File: src/rtl/f_stage_fetch.sv
// IF stage: owns the PC, runs the instruction-memory req/ack handshake and
// feeds {IR_F, PC4_F, valid_F} into the IF/ID register. A one-entry skid
// buffer catches a memory return that lands while ID is stalled, and
// redirects from ID take effect after the delay-slot fetch.
module f_stage_fetch #(
    parameter logic [31:0] RESET_PC = 32'h0000_3000
) (
    input  logic        clk,
    input  logic        reset,
    input  logic        stall,
    input  logic        redir_valid,
    input  logic [31:0] redir_pc,
    output logic        imem_req,
    output logic [31:0] imem_addr,
    input  logic        imem_ack,
    input  logic [31:0] imem_rdata,
    output logic [31:0] IR_F,
    output logic [31:0] PC4_F,
    output logic        valid_F
);

    typedef enum logic [1:0] {
        S_IDLE     = 2'd0,
        S_REQ      = 2'd1,
        S_WAIT_OUT = 2'd2
    } state_t;

    state_t      state_q, state_d;
    logic [31:0] pc_q, pc_d;
    logic [31:0] ir_q, ir_d;
    logic [31:0] pc4_q, pc4_d;
    logic        valid_q, valid_d;
    logic [31:0] skid_q, skid_d;
    logic [31:0] skid_pc4_q, skid_pc4_d;
    logic        pend_q, pend_d;
    logic [31:0] pend_pc_q, pend_pc_d;
    logic        redir_done_q, redir_done_d;

    logic        out_free;
    logic        advance;
    logic        redir_live;
    logic [31:0] redir_target;
    logic [31:0] pc_plus4;
    logic [31:0] next_pc;

    // The output register can take a new word if it is empty or being consumed.
    assign out_free     = ~valid_q | ~stall;
    // The PC moves only when the outstanding request is acknowledged.
    assign advance      = (state_q == S_REQ) & imem_ack;
    assign redir_target = redir_pc & ~32'd3;
    assign pc_plus4     = pc_q + 32'd4;
    // A stalled ID keeps asserting the same branch; once that redirect has
    // been applied to the PC it must not be applied a second time.
    assign redir_live   = redir_valid & ~redir_done_q;
    assign next_pc      = redir_live ? redir_target :
                          pend_q     ? pend_pc_q    : pc_plus4;

    // Memory port decodes from state and pc only (no stall/ack path).
    assign imem_req  = (state_q == S_REQ);
    assign imem_addr = pc_q;
    assign IR_F      = ir_q;
    assign PC4_F     = pc4_q;
    assign valid_F   = valid_q;

    // Next-state and datapath: fetch, bubble, skid capture and skid drain.
    always_comb begin
        state_d    = state_q;
        pc_d       = pc_q;
        ir_d       = ir_q;
        pc4_d      = pc4_q;
        valid_d    = valid_q;
        skid_d     = skid_q;
        skid_pc4_d = skid_pc4_q;
        case (state_q)
            S_IDLE: begin
                state_d = S_REQ;
            end
            S_REQ: begin
                if (imem_ack) begin
                    pc_d = next_pc;
                    if (out_free) begin
                        ir_d    = imem_rdata;
                        pc4_d   = pc_plus4;
                        valid_d = 1'b1;
                    end else begin
                        skid_d     = imem_rdata;
                        skid_pc4_d = pc_plus4;
                        state_d    = S_WAIT_OUT;
                    end
                end else if (out_free) begin
                    valid_d = 1'b0;
                    ir_d    = 32'd0;
                end
            end
            S_WAIT_OUT: begin
                if (out_free) begin
                    ir_d    = skid_q;
                    pc4_d   = skid_pc4_q;
                    valid_d = 1'b1;
                    state_d = S_REQ;
                end
            end
            default: begin
                state_d = S_IDLE;
            end
        endcase
    end

    // Redirect bookkeeping: remember a target that could not be applied yet.
    always_comb begin
        pend_d       = pend_q;
        pend_pc_d    = pend_pc_q;
        redir_done_d = redir_done_q;
        if (advance) begin
            pend_d = 1'b0;
        end else if (redir_live) begin
            pend_d    = 1'b1;
            pend_pc_d = redir_target;
        end
        if (!stall) begin
            redir_done_d = 1'b0;
        end else if (advance && redir_live) begin
            redir_done_d = 1'b1;
        end
    end

    // State and datapath registers.
    always_ff @(posedge clk or negedge reset) begin
        if (!reset) begin
            state_q      <= S_IDLE;
            pc_q         <= RESET_PC;
            ir_q         <= 32'd0;
            pc4_q        <= 32'd0;
            valid_q      <= 1'b0;
            skid_q       <= 32'd0;
            skid_pc4_q   <= 32'd0;
            pend_q       <= 1'b0;
            pend_pc_q    <= 32'd0;
            redir_done_q <= 1'b0;
        end else begin
            state_q      <= state_d;
            pc_q         <= pc_d;
            ir_q         <= ir_d;
            pc4_q        <= pc4_d;
            valid_q      <= valid_d;
            skid_q       <= skid_d;
            skid_pc4_q   <= skid_pc4_d;
            pend_q       <= pend_d;
            pend_pc_q    <= pend_pc_d;
            redir_done_q <= redir_done_d;
        end
    end

endmodule

File: config.mk
export PLATFORM = sky130hd
export DESIGN_NAME = f_stage_fetch
export DESIGN_NICKNAME = d
export VERILOG_FILES = /design/src/rtl/f_stage_fetch.sv
export SDC_FILE = /design/constraint.sdc
export NUM_CORES = 1
export LEC_CHECK = 0
export ABC_AREA = 1
export CORE_ASPECT_RATIO = 0.8
export CORE_MARGIN = 4
export CORE_UTILIZATION = 50
export CTS_BUF_LIST = sky130_fd_sc_hd__clkbuf_4
export CTS_CLUSTER_SIZE = 40
export DETAILED_ROUTE_END_ITERATION = 8
export PLACE_DENSITY = 0.77
export SLEW_MARGIN = 5
export SYNTH_ARGS = -nofsm -noshare
export SYNTH_HDL_FRONTEND = slang
export SYNTH_SLANG_ARGS = --single-unit
File: constraint.sdc
create_clock -name clk -period 3.65 [get_ports clk]
set_input_delay 0.5475 -clock clk [delete_from_list [all_inputs] [get_ports clk]]
set_output_delay 0.5475 -clock clk [all_outputs]
set_load 0.01 [all_outputs]
# Word-level counts from Yosys, hierarchy flattened

Index checks and enable logic that the tools add are counted.

Register bits: 195
Bits of input ports: 69
Output and inout bits: 98
Logic and storage cells: 61

$add $sub $neg: 1
Equal/unequal tests: 8
Multiplexer cells: 23
Bitwise gates (word level): 8
Reductions and logical operators: 11

Operators by type and width:

| cell                    | number |
|---|---|
| $mux W32                | 9 |
| $pmux W32 S2            | 2 |
| $add A32 B3 Y32 const B | 1 |
| $reduce_and A3 Y1       | 3 |
| $mux W1                 | 7 |
| $mux W2                 | 3 |
| $ne A2 B1 Y1 const B    | 3 |
| $pmux W2 S3             | 1 |
| $reduce_and A2 Y1       | 3 |
| $not A1 Y1              | 5 |
| $ne A2 B2 Y1 const B    | 2 |
| $reduce_and A4 Y1       | 1 |
| $reduce_bool A2 Y1      | 2 |
| $ne A3 B1 Y1 const B    | 1 |
| $and A1 B1 Y1           | 2 |
| $eq A2 B1 Y1 const B    | 1 |
| $eq A2 B2 Y1 const B    | 1 |
| $logic_not A2 Y1        | 1 |
| $pmux W1 S2             | 1 |
| $logic_and A1 B1 Y1     | 1 |
| $or A1 B1 Y1            | 1 |

# Depth between registers and ports, before layout

Depth in word-level cells: 5
Mapped depth: 10
Gate-level depth less buffers: 10

# Least setup slack after synthesis

OpenSTA, ideal clock, no wires.

Path kind: register -> register
From: register state_q[1]
To: register skid_q[18]
Arrival: 1.589 ns
Setup slack: 1.937 ns
Cell stages (with the launch flop): 7
Period minus slack after synthesis: 1.713 ns
Path through: dfrtp_1 > inv_1 > ha_1 > nand2_2 > nor2_4 > buf_2 > mux2_2

Longest elaborated chain between the ends: 2

Ends and longest elaborated chain:

| element                            | line | RTL |
|---|---|---|
| start: declaration                 | 28   | `state_t state_q, state_d;` |
| start signal: assignment           | 141  | `state_q <= state_d;` |
| $eq A2 B1 Y1                       | -    |  |
| net imem_req                       | 13   | `output logic imem_req,` |
| $reduce_and A3 Y1 (no source line) | -    |  |
| end signal: assignment             | 146  | `skid_q <= skid_d;` |
| end: declaration                   | 33   | `logic [31:0] skid_q, skid_d;` |

The timed path passes the listed nets, and every way through them passes these cells.
A chain may end at the register's enable or synchronous reset.

# Worst setup path after layout

From: register state_q[1]
To: register pend_pc_q[30]

Longest elaborated chain between the ends: 4

Ends and longest elaborated chain:

| element                            | line | RTL |
|---|---|---|
| $eq A2 B1 Y1                       | 49   | `assign advance = (state_q == S_REQ) & imem_ack;` |
| $and A1 B1 Y1                      | 49   |  |
| $not A1 Y1 (no source line)        | -    |  |
| $reduce_and A2 Y1 (no source line) | -    |  |
| end signal: assignment             | 149  | `pend_pc_q <= pend_pc_d;` |
| end: declaration                   | 36   | `logic [31:0] pend_pc_q, pend_pc_d;` |

No other way between the ends.

==> impl_metrics.tcl <==
set metrics [dict create \
    run_status "complete, but fails checks" \
    violated_checks "hold timing" \
    path_delay_family "simple AND/OR/NAND/NOR gates" \
    clock_tree_root_driver_cell "clkbuf_4" \
    drtPass1Iterations 7 \
    cts_post_setup_buffers_inserted 0 \
    crit_buf_inv 2 \
    tritoncts "done" \
    grt_pass1_wl_mm 40.89 \
    fp.dieH_um 130.5 \
    totalWireLength_mm 25.26 \
    globalRouteOverflowTotal 0 \
    dp.final_hpwl_mm 17.12 \
    rrSetupSlack_ps 980 \
    drv_cap 0 \
    avgSynthCellArea_um2 8.100 \
    yosys_warnings 0 \
    coreArea_mm2 0.01828 \
    dieWidth_um 161.1 \
    design.die.area_mm2 0.02101 \
    timing_worst_setup_path_type "reg -> reg" \
    floorplan.initialDensity_pct 51.27 \
    via_count_of_the_first_global_routing_pass 8012 \
    grt_max_degree 94 \
    ys_top_cells_by_area "dfrtp_1, nand2_1, o21ai_0" \
    cts.path.max_buffers 2 \
    end_kind "flip-flop" \
    fraction_of_layout_instances_using_a_drive_strength_above_1_pct 8.327 \
    worst_clock_skew_ps 23.37 \
    iteration_0_drc_markers 564 \
    worst_ep_arrival_time_ps 3190 \
    post_synth_instance_area_mm2 0.009371 \
    top_level_ports 167 \
    slew_viol_final 0 \
    aggregate_negative_setup_slack_ps 0 \
    timing.hold.ws_ps -24.20 \
    power.density_cell_area_mw_per_mm2 859.0 \
    initial_antenna_violation_count 1 \
    timing.critical_path.required_ps 4170 \
    synth_seq_cells 189 \
    postCtsHoldBufs 0 \
    io_buffer_count 160 \
    detail_route.vias_per_cell 5.362 \
    rsz0062_at_grt "false" \
    synth.lib_cells_used.distinct 44 \
    drcViolationCount 0 \
    crit_chain "inv_1 -> ha_1 -> nand2_2 -> nand2_1 -> buf_4 -> nand2_1 -> o21ai_0" \
    final_period_minus_worst_setup_slack_ps 2674 \
    critPathMostFrequentCell "nand2_1" \
    tritoncts.num_buffers 17 \
    routed_wire_length_per_instance_um 16.29 \
    clk_pin_slew_ps 170 \
    final_critical_path_setup_slack_ps 976.2 \
    count_of_endpoints_failing_hold_in_the_final_timing_report 8 \
    holdCritPathClass "in -> async" \
    vdd.ir_drop.worst_v 0.0004169 \
    postCtsResizedCells 0 \
    total_leakage_power_nw 5.307 \
    clkSinkCount 189 \
    critPathMaxFanout 33 \
    met3_length_mm 2.029 \
    synth.largest_area_cell "dfrtp_1" \
    drt-met1-wl_mm 11.10 \
    actual_transition_at_the_worst_max_transition_pin_ps 1144 \
    period_share_pct 73.25 \
    critical_path.max_stage_delay_ps 790 \
    ant_nets 0 \
    post_synth_inst_count 1157 \
    h-tree-depth 4 \
    gp_congestion 0.9183 \
    synth_seq_area_share_pct 50.49 \
    fraction_of_synthesized_cell_area_taken_by_the_top_area_cell_type_pct 49.93 \
    finalSetupViolCount 0 \
    syn_to_final_growth_pct 22.19 \
    achievable-frequency_mhz 374.0 \
    floorplan.rows 44 \
    routed-via-count 8317 \
    finalNetCount 1358 \
    critical_path.startpoint_type "flip-flop" \
    detailedPlace.worstSlack_ps 739.6 \
    clock_insertion_delay_worst_skew_ps 600 \
    global_route.usage.total_pct 24.15 \
    route.met2.wl_mm 11.68 \
    max-slew-margin-rel_pct 23.66 \
    dr.max_layer_used "met4" \
    cp_slowest_cell "nand2_1" \
]
[metrics by stage]
step	cell area, um2	hold WS [ps]	cells	power (mW)	util [%]
2_1_floorplan	9383	251.9	1160	6.532	-
3_3_place_gp	11130	454.2	1518	8.442	60.92
3_5_place_dp	11130	459.3	1518	8.589	60.92
4_1_cts	11450	2.588	1550	9.870	62.64
5_1_grt	11450	1.791	1551	10.60	62.65
6_report	11450	-24.20	1551	9.836	62.65
[cell families after synthesis]
logic type | after synthesis | synth area share, %
AO/OA/AOI/OAI | 299 | 16.85
multiplexers | 22 | 2.644
XOR/XNOR | 12 | 1.362
buffers and inverters | 176 | 7.530
other | 1 | 0.04001
adder cells (fa/ha/maj) | 5 | 0.6676
AND/OR/NAND/NOR | 453 | 20.41
flip-flops | 189 | 50.49
[Yosys cell counts]
master    number
nor3_1         1
clkbuf_1      42
conb_1         1
nor2_4         8
nor2_2         4
nand3b_1       1
o21ai_0      125
xor2_1         7
a31oi_1       18
inv_2          4
buf_6          1
buf_1          5
or2_2          2
o211ai_1       1
a21oi_2        2
a21boi_0       1
a21oi_1      110
nand3_2        4
buf_2         17
nor2_1       125
o21bai_1       3
o21a_1         6
nand3_1       58
nand2_1      240
clkinv_1       2
a22oi_1        2
ha_1           5
nand2_4        2
mux2_2        19
o21ai_2        1
o22ai_1        2
dfstp_2        2
a211oi_1       1
o21ai_1       26
mux2_1         3
inv_1        100
clkinv_2       1
and2_1         1
xnor2_1        2
nand2_2        7
dfrtp_1      187
buf_4          4
a21oi_4        1
xor2_2         3
[power by group]
part	internal, mW	switching, mW
combinational	2.05	2.64
sequential	3.09	0.783
clock	0.490	0.779
[final cells by class]
class	count	area, um2
fill	1596	6827
clock buffer	17	127.6
timing repair buffer	174	1735
clock inverter	15	186.4
sequential	189	4732
inverter	107	402.9
antenna	1	2.502
tap	253	316.6
multi-input combinational	795	3948
[flip-flops by register name, summed over array words and instances (netlist names)]
| name | count |
|---|---|
| skid_q | 32 |
| valid_F | 1 |
| redir_done_q | 1 |
| PC4_F | 30 |
| skid_pc4_q | 30 |
| IR_F | 32 |
| pend_pc_q | 30 |
| state_q | 2 |
| imem_addr | 30 |
| pend_q | 1 |
[final timing paths]
check / end / depth (start not counted) / start
max: pend_pc_q[30]$_DFFE_PN0P_ / 7 / state_q[1]$_DFFE_PN0P_
min: IR_F[1]$_DFFE_PN0P_ / 1 / reset
max reg2reg: pend_pc_q[30]$_DFFE_PN0P_ / 7 / state_q[1]$_DFFE_PN0P_
min reg2reg: pend_pc_q[5]$_DFFE_PN0P_ / 2 / pend_pc_q[5]$_DFFE_PN0P_
max in group asynchronous: IR_F[28]$_DFFE_PN0P_ / 2 / reset
min in group clk: skid_q[7]$_DFFE_PN0P_ / 3 / imem_rdata[7]
[cell usage in the layout, fill, tap and decap left out, types with 3 or more instances in the layout]
cell             Yosys  layout
o21bai_1             3       3
xor2_2               3       3
nand3_1             58      58
nor2_1             125     125
ha_1                 5       4
a21oi_1            110     110
nor2_2               4       4
nor2_4               8       8
xor2_1               7       7
nand2_1            240     240
clkinv_2             1       4
inv_1              100     100
clkbuf_4             0      17
a31oi_1             18      18
mux2_1               3       3
dfrtp_1            187     187
o21ai_0            125     125
buf_4                4      12
bufinv_16            0       3
nand2_2              7       7
o21a_1               6       6
conb_1               1       4
nand3_2              4       4
o21ai_1             26      26
inv_6                0       4
inv_2                4       4
clkdlybuf4s50_1      0     159
mux2_2              19      19
[routing by layer]
| metal | global-route usage [%] | vias to the layer above |
|---|---|---|
| met4 | 7.222 | 0 |
| met5 | 0 | - |
| li1 | - | 4007 |
| met1 | 33.68 | 3959 |
| met2 | 38.96 | 317 |
| met3 | 4.829 | 34 |
No activity file was read; power rests on OpenSTA's default activity.
